[config.mk]
export PLATFORM = sky130hd
export DESIGN_NAME = vga_hex_text_scan
export DESIGN_NICKNAME = d
export VERILOG_FILES = /design/src/rtl/vga_pkg.sv /design/src/rtl/vga_timing.sv /design/src/rtl/vga_hex_text_scan.sv
export SDC_FILE = /design/constraint.sdc
export NUM_CORES = 1
export LEC_CHECK = 0
export ABC_AREA = 1
export CAP_MARGIN = 20
export CORE_ASPECT_RATIO = 1.5
export CORE_UTILIZATION = 47
export DETAILED_ROUTE_END_ITERATION = 8
export PLACE_DENSITY = 0.77
export SLEW_MARGIN = 40
export SYNTH_ARGS = -nofsm -noshare
export SYNTH_HDL_FRONTEND = slang
export SYNTH_SLANG_ARGS = --single-unit
[constraint.sdc]
create_clock -name clk -period 9.9 [get_ports clk]
set_input_delay 1.485 -clock clk [delete_from_list [all_inputs] [get_ports clk]]
set_output_delay 1.485 -clock clk [all_outputs]
set_load 0.01 [all_outputs]
[src/rtl/vga_pkg.sv]
// Shared raster defaults, text-cell geometry and the glyph-code helper for the hex text scanner.
package vga_pkg;

    localparam int H_ACTIVE_DEF = 640;
    localparam int H_FP_DEF     = 16;
    localparam int H_SYNC_DEF   = 96;
    localparam int H_BP_DEF     = 48;
    localparam int V_ACTIVE_DEF = 480;
    localparam int V_FP_DEF     = 10;
    localparam int V_SYNC_DEF   = 2;
    localparam int V_BP_DEF     = 33;

    localparam int CHAR_W   = 8;
    localparam int CHAR_H   = 16;
    localparam int TXT_COLS = 8;
    localparam int TXT_ROWS = 8;
    localparam int WIN_W    = CHAR_W * TXT_COLS;
    localparam int WIN_H    = CHAR_H * TXT_ROWS;

    // Wide enough for the 800x525 default raster.
    localparam int CNT_W = 10;

    localparam logic [4:0] ALPH_SPACE = 5'd16;

    // Column 0 is the most significant nibble of the word.
    function automatic logic [4:0] hex_digit(input logic [31:0] w, input logic [2:0] col);
        return {1'b0, w[{3'd7 - col, 2'b00} +: 4]};
    endfunction

endpackage

[src/rtl/vga_timing.sv]
// Pixel-rate divider and raster counters with raw sync, active flag and snapshot trigger.
// Latency: combinational outputs decode the current counter values.
// Backpressure: none; free-running raster.
module vga_timing
    import vga_pkg::*;
#(
    parameter int CLK_DIV  = 4,
    parameter int H_ACTIVE = H_ACTIVE_DEF,
    parameter int H_FP     = H_FP_DEF,
    parameter int H_SYNC   = H_SYNC_DEF,
    parameter int H_BP     = H_BP_DEF,
    parameter int V_ACTIVE = V_ACTIVE_DEF,
    parameter int V_FP     = V_FP_DEF,
    parameter int V_SYNC   = V_SYNC_DEF,
    parameter int V_BP     = V_BP_DEF
) (
    input  logic             clk,
    input  logic             rst,
    output logic             tick,
    output logic [CNT_W-1:0] hcnt,
    output logic [CNT_W-1:0] vcnt,
    output logic             active,
    output logic             hs_raw,
    output logic             vs_raw,
    output logic             snap_trig
);

    localparam int HT    = H_ACTIVE + H_FP + H_SYNC + H_BP;
    localparam int VT    = V_ACTIVE + V_FP + V_SYNC + V_BP;
    localparam int DIV_W = (CLK_DIV > 1) ? $clog2(CLK_DIV) : 1;
    localparam logic [DIV_W-1:0] DIV_LAST = DIV_W'(CLK_DIV - 1);

    logic [DIV_W-1:0] div;

    assign tick = (div == DIV_LAST);

    always_ff @(posedge clk or posedge rst) begin
        if (rst) begin
            div  <= '0;
            hcnt <= '0;
            vcnt <= '0;
        end else begin
            div <= tick ? '0 : div + DIV_W'(1);
            if (tick) begin
                if (hcnt == CNT_W'(HT - 1)) begin
                    hcnt <= '0;
                    vcnt <= (vcnt == CNT_W'(VT - 1)) ? '0 : vcnt + CNT_W'(1);
                end else begin
                    hcnt <= hcnt + CNT_W'(1);
                end
            end
        end
    end

    assign active = (hcnt < CNT_W'(H_ACTIVE)) && (vcnt < CNT_W'(V_ACTIVE));
    assign hs_raw = !((hcnt >= CNT_W'(H_ACTIVE + H_FP)) && (hcnt < CNT_W'(H_ACTIVE + H_FP + H_SYNC)));
    assign vs_raw = !((vcnt >= CNT_W'(V_ACTIVE + V_FP)) && (vcnt < CNT_W'(V_ACTIVE + V_FP + V_SYNC)));

    // First pixel of the first vsync line: blanked, so the snapshot never tears.
    assign snap_trig = tick && (hcnt == '0) && (vcnt == CNT_W'(V_ACTIVE + V_FP));

endmodule

[src/rtl/vga_hex_text_scan.sv]
// VGA text window showing eight 32-bit words as an 8x8 block of hex digits.
// Latency: a raster position reaches rgb/hs/vs two pixel ticks after its count.
// Backpressure: none; words are sampled once per frame, point is a combinational ROM reply.
module vga_hex_text_scan
    import vga_pkg::*;
#(
    parameter int          CLK_DIV  = 4,
    parameter int          H_ACTIVE = H_ACTIVE_DEF,
    parameter int          H_FP     = H_FP_DEF,
    parameter int          H_SYNC   = H_SYNC_DEF,
    parameter int          H_BP     = H_BP_DEF,
    parameter int          V_ACTIVE = V_ACTIVE_DEF,
    parameter int          V_FP     = V_FP_DEF,
    parameter int          V_SYNC   = V_SYNC_DEF,
    parameter int          V_BP     = V_BP_DEF,
    parameter int          WIN_X    = 256,
    parameter int          WIN_Y    = 176,
    parameter logic [11:0] FG       = 12'hFFF,
    parameter logic [11:0] BG       = 12'h000
) (
    input  logic         clk,
    input  logic         rst,
    input  logic [255:0] words,
    output logic [2:0]   dH,
    output logic [3:0]   dV,
    output logic [4:0]   alph,
    input  logic         point,
    output logic         hs,
    output logic         vs,
    output logic [11:0]  rgb,
    output logic         frame_start
);

    logic             tick;
    logic             active;
    logic             hs_raw;
    logic             vs_raw;
    logic             snap_trig;
    logic [CNT_W-1:0] hcnt;
    logic [CNT_W-1:0] vcnt;
    logic [5:0]       hoff;
    logic [6:0]       voff;
    logic             in_win;
    logic             act1;
    logic             hs1;
    logic             vs1;

    logic [TXT_ROWS-1:0][31:0] snapshot;

    vga_timing #(
        .CLK_DIV  (CLK_DIV),
        .H_ACTIVE (H_ACTIVE),
        .H_FP     (H_FP),
        .H_SYNC   (H_SYNC),
        .H_BP     (H_BP),
        .V_ACTIVE (V_ACTIVE),
        .V_FP     (V_FP),
        .V_SYNC   (V_SYNC),
        .V_BP     (V_BP)
    ) u_timing (
        .clk       (clk),
        .rst       (rst),
        .tick      (tick),
        .hcnt      (hcnt),
        .vcnt      (vcnt),
        .active    (active),
        .hs_raw    (hs_raw),
        .vs_raw    (vs_raw),
        .snap_trig (snap_trig)
    );

    // Offsets are only consumed inside the window, where they cannot underflow.
    assign hoff   = 6'(hcnt - CNT_W'(WIN_X));
    assign voff   = 7'(vcnt - CNT_W'(WIN_Y));
    assign in_win = (hcnt >= CNT_W'(WIN_X)) && (hcnt < CNT_W'(WIN_X + WIN_W)) &&
                    (vcnt >= CNT_W'(WIN_Y)) && (vcnt < CNT_W'(WIN_Y + WIN_H));

    always_ff @(posedge clk or posedge rst) begin
        if (rst) begin
            snapshot    <= '0;
            frame_start <= 1'b0;
        end else begin
            frame_start <= snap_trig;
            if (snap_trig) begin
                snapshot <= words;
            end
        end
    end

    always_ff @(posedge clk or posedge rst) begin
        if (rst) begin
            dH   <= '0;
            dV   <= '0;
            alph <= ALPH_SPACE;
            act1 <= 1'b0;
            hs1  <= 1'b1;
            vs1  <= 1'b1;
            rgb  <= '0;
            hs   <= 1'b1;
            vs   <= 1'b1;
        end else if (tick) begin
            dH   <= in_win ? hoff[2:0] : 3'd0;
            dV   <= in_win ? voff[3:0] : 4'd0;
            alph <= in_win ? hex_digit(snapshot[voff[6:4]], hoff[5:3]) : ALPH_SPACE;
            act1 <= active;
            hs1  <= hs_raw;
            vs1  <= vs_raw;
            // point answers the address registered on the previous tick.
            rgb  <= act1 ? (point ? FG : BG) : 12'h000;
            hs   <= hs1;
            vs   <= vs1;
        end
    end

endmodule

==> results_dict.tcl <==
set metrics [dict create \
    power.leakage_nw 8.46 \
    hpwl_um 29000 \
    crit_chain "inv_2 > nand4_1 > nor2_1 > nand2_8 > clkinv_8 > buf_8 > nand2_1 > nand2_1" \
    relSlewSlack_pct 45.2 \
    postSynthNetCount 2175 \
    ys.warnings.count 0 \
    clock-root-buffer "clkbuf_16" \
    fmax_mhz 265 \
    worst_slack_ps 6130 \
    ant_nets 0 \
    pre_cts_ws_ps 5980 \
    grt_pass1_vias 13200 \
    hold_ws_ps 432 \
    initial_core_util_pct 47.7 \
    worstPathArrival_ps 4260 \
    synthArstFlopShare_pct 100 \
    clk_pin_slew_ps 70 \
    period_minus_slack_ps 3770 \
    synthFlopType "dfrtp_1" \
    n_fill_cell 2705 \
    cts_max_level 1 \
    slew_viol_final 0 \
    yosysUniqueCellTypes 32 \
    cts_tree "done" \
    rows 78 \
    layout.cells.non_filler 2530 \
    io_pins 286 \
    yosys.area_share.simple_pct 36.9 \
    cts_made_buffers 29 \
    routed.top_layer "met4" \
    whs_endpoint "u_timing.div[0]" \
    hold_path_class "reg2reg" \
    synthAdderAreaFrac_pct 0.693 \
    crit_type "reg2reg" \
    nets 2376 \
    rrSetupSlack_ps 6130 \
    grt_first_pass_wirelength_um 68000 \
    wl_per_cell_um 17.0 \
    cpPeakStageDelay_ps 640 \
    regToRegStartpoint "u_timing.hcnt[3]" \
    synthToLayoutAreaGrowth_pct 25.5 \
    grt_max_degree 170 \
    required_ps 10390 \
    synthCells 1908 \
    synth_edf_count 0 \
    placedCellCount 2477 \
    worstSkewPairLatency_ps 560 \
    yosys_register_bits 297 \
    die_width_um 145 \
    core_um2 30300 \
    num_vias 13300 \
    port_buffers 285 \
    hold_depth 1 \
    crit_path_end_kind "register" \
    avgSynthCellArea_um2 7.57 \
    rsz0062_at_grt "no" \
    cts_setup_buffers 0 \
    synthXorXnorAreaFrac_pct 0.477 \
    synth_compound_area_share_pct 2.94 \
    wl_met1_um 16400 \
    routed_wl_um 43000 \
    finalClockSkew_ps 14.3 \
    syn_area_um2 14400 \
    hold_buffers 0 \
    dieArea_um2 31400 \
    drc_errors 0 \
    die_y_um 217 \
    min_from "u_timing.div[0]" \
    outcome "finished, final reports clean" \
    gp_congestion 0.887 \
    cts.sinks 297 \
    antenna_found_initial 1 \
    worst_slew_pin_slew_ps 823 \
    vdd_drop_max_v 0.000126 \
    crit_family "buffers and inverters" \
    crit_top_cell "nand2_1" \
    first_pass_iters 7 \
    viasPerCell 5.25 \
    r2r_cells 8 \
    setup_tns_ps 0 \
    crit_fanout 169 \
    start_kind "register" \
    drt-initial-drc-count 1231 \
    r2r-end "snapshot[208]" \
    overflow 0 \
    wl_met3_um 2340 \
    setup_viol 0 \
    ctsResizeCount 0 \
    pwr_density_cell_nw_per_um2 134 \
    muxShareOfSynthArea_pct 0 \
    final_layout_size_suffix_gt1_share_pct 3.76 \
    crit_start "u_timing.hcnt[3]" \
    met2_wirelength_um 21600 \
    critPathBufInv 3 \
    hold_viol_final 0 \
    clockBufferDepth 3 \
    synth_top_family_by_area "simple AND/OR/NAND/NOR gates" \
    period_share_pct 38.1 \
    synth_seq_area_share_pct 51.5 \
    crit_slowest_cell "buf_8" \
    track_usage_pct 27.4 \
    maxCapViolations 0 \
    p_total_w 0.00243 \
]
-- power by group --
group          switching (W)  internal (W)  total, W
Clock               0.000462      0.000609   0.00107
Combinational      0.0000493     0.0000949  0.000144
Sequential       0.000000598       0.00121   0.00121
-- flip-flops by register name, summed over array words and instances, names as in the netlist, 2 cells and up --
name	cells
alph	5
dV	4
u_timing.vcnt	10
dH	3
snapshot	256
u_timing.hcnt	10
u_timing.div	2
-- synthesized netlist by cell type (4+ instances only) --
cell type | n | share of area (%)
nand3_1 | 226 | 7.8
buf_1 | 7 | 0.18
buf_2 | 53 | 1.8
dfrtp_1 | 292 | 51
nand4_1 | 6 | 0.26
dfstp_2 | 5 | 0.91
xor2_1 | 6 | 0.36
buf_4 | 29 | 1.5
inv_2 | 8 | 0.21
nor2_1 | 44 | 1.1
nor2_2 | 5 | 0.22
ha_1 | 8 | 0.69
inv_1 | 72 | 1.9
clkbuf_1 | 16 | 0.42
nor4_1 | 4 | 0.17
buf_6 | 19 | 1.5
o21ai_0 | 57 | 2.0
nand2_1 | 1008 | 26
nor3_1 | 7 | 0.24
a21oi_1 | 6 | 0.21
o21ai_1 | 13 | 0.45
-- metal layers --
layer / GRT usage (%) / up-vias
met1: 33.0 / 6308
met5: 0 / -
met2: 47.1 / 522
met4: 17.2 / 0
met3: 2.95 / 122
li1: - / 6327
-- cells by family (layout without fill, tap and decap cells) --
logic type	after synthesis	in the layout
simple gates	1310	1310
flops	297	297
buf+inv	204	425
compound gates	82	82
fa+ha+maj	8	8
xor+xnor	7	7
other cells	0	1
-- cells in the final DEF, fill, tap and decap left out, drive strengths merged, types with 8 or more instances in the layout --
| cell type | count |
|---|---|
| nand2 | 1010 |
| dfrtp | 292 |
| clkdlybuf4s50 | 285 |
| nand3 | 227 |
| inv | 79 |
| o21ai | 70 |
| nor2 | 53 |
| clkbuf | 46 |
| buf | 9 |
| ha | 8 |
-- worst max-delay path by stage --
stage	end	depth (start not counted)
final	snapshot[208]	8
after global routing	snapshot[208]	8
after CTS	snapshot[208]	8
after detailed placement	snapshot[208]	8
after global placement	snapshot[12]	8
after floorplan	act1	1
-- metrics by stage --
step                utilization, %  cell area, um2
finish                        59.9           18100
global route                  59.9           18100
CTS                           59.8           18100
detailed placement            56.8           17200
global placement              56.6           17100
floorplan                        -           14400
-- area by class of cell --
cell class / instances / area (um2) / area share (%)
Antenna cell: 1 / 2.50 / 0.0138
Sequential cell: 297 / 7440 / 41.1
Timing Repair Buffer: 294 / 3000 / 16.6
Multi-Input combinational cell: 1407 / 5940 / 32.8
Clock buffer: 46 / 850 / 4.69
Tap cell: 400 / 500 / 2.76
Clock inverter: 5 / 52.6 / 0.290
Inverter: 80 / 330 / 1.82
Note: power is estimated with default switching activity, not from simulation.
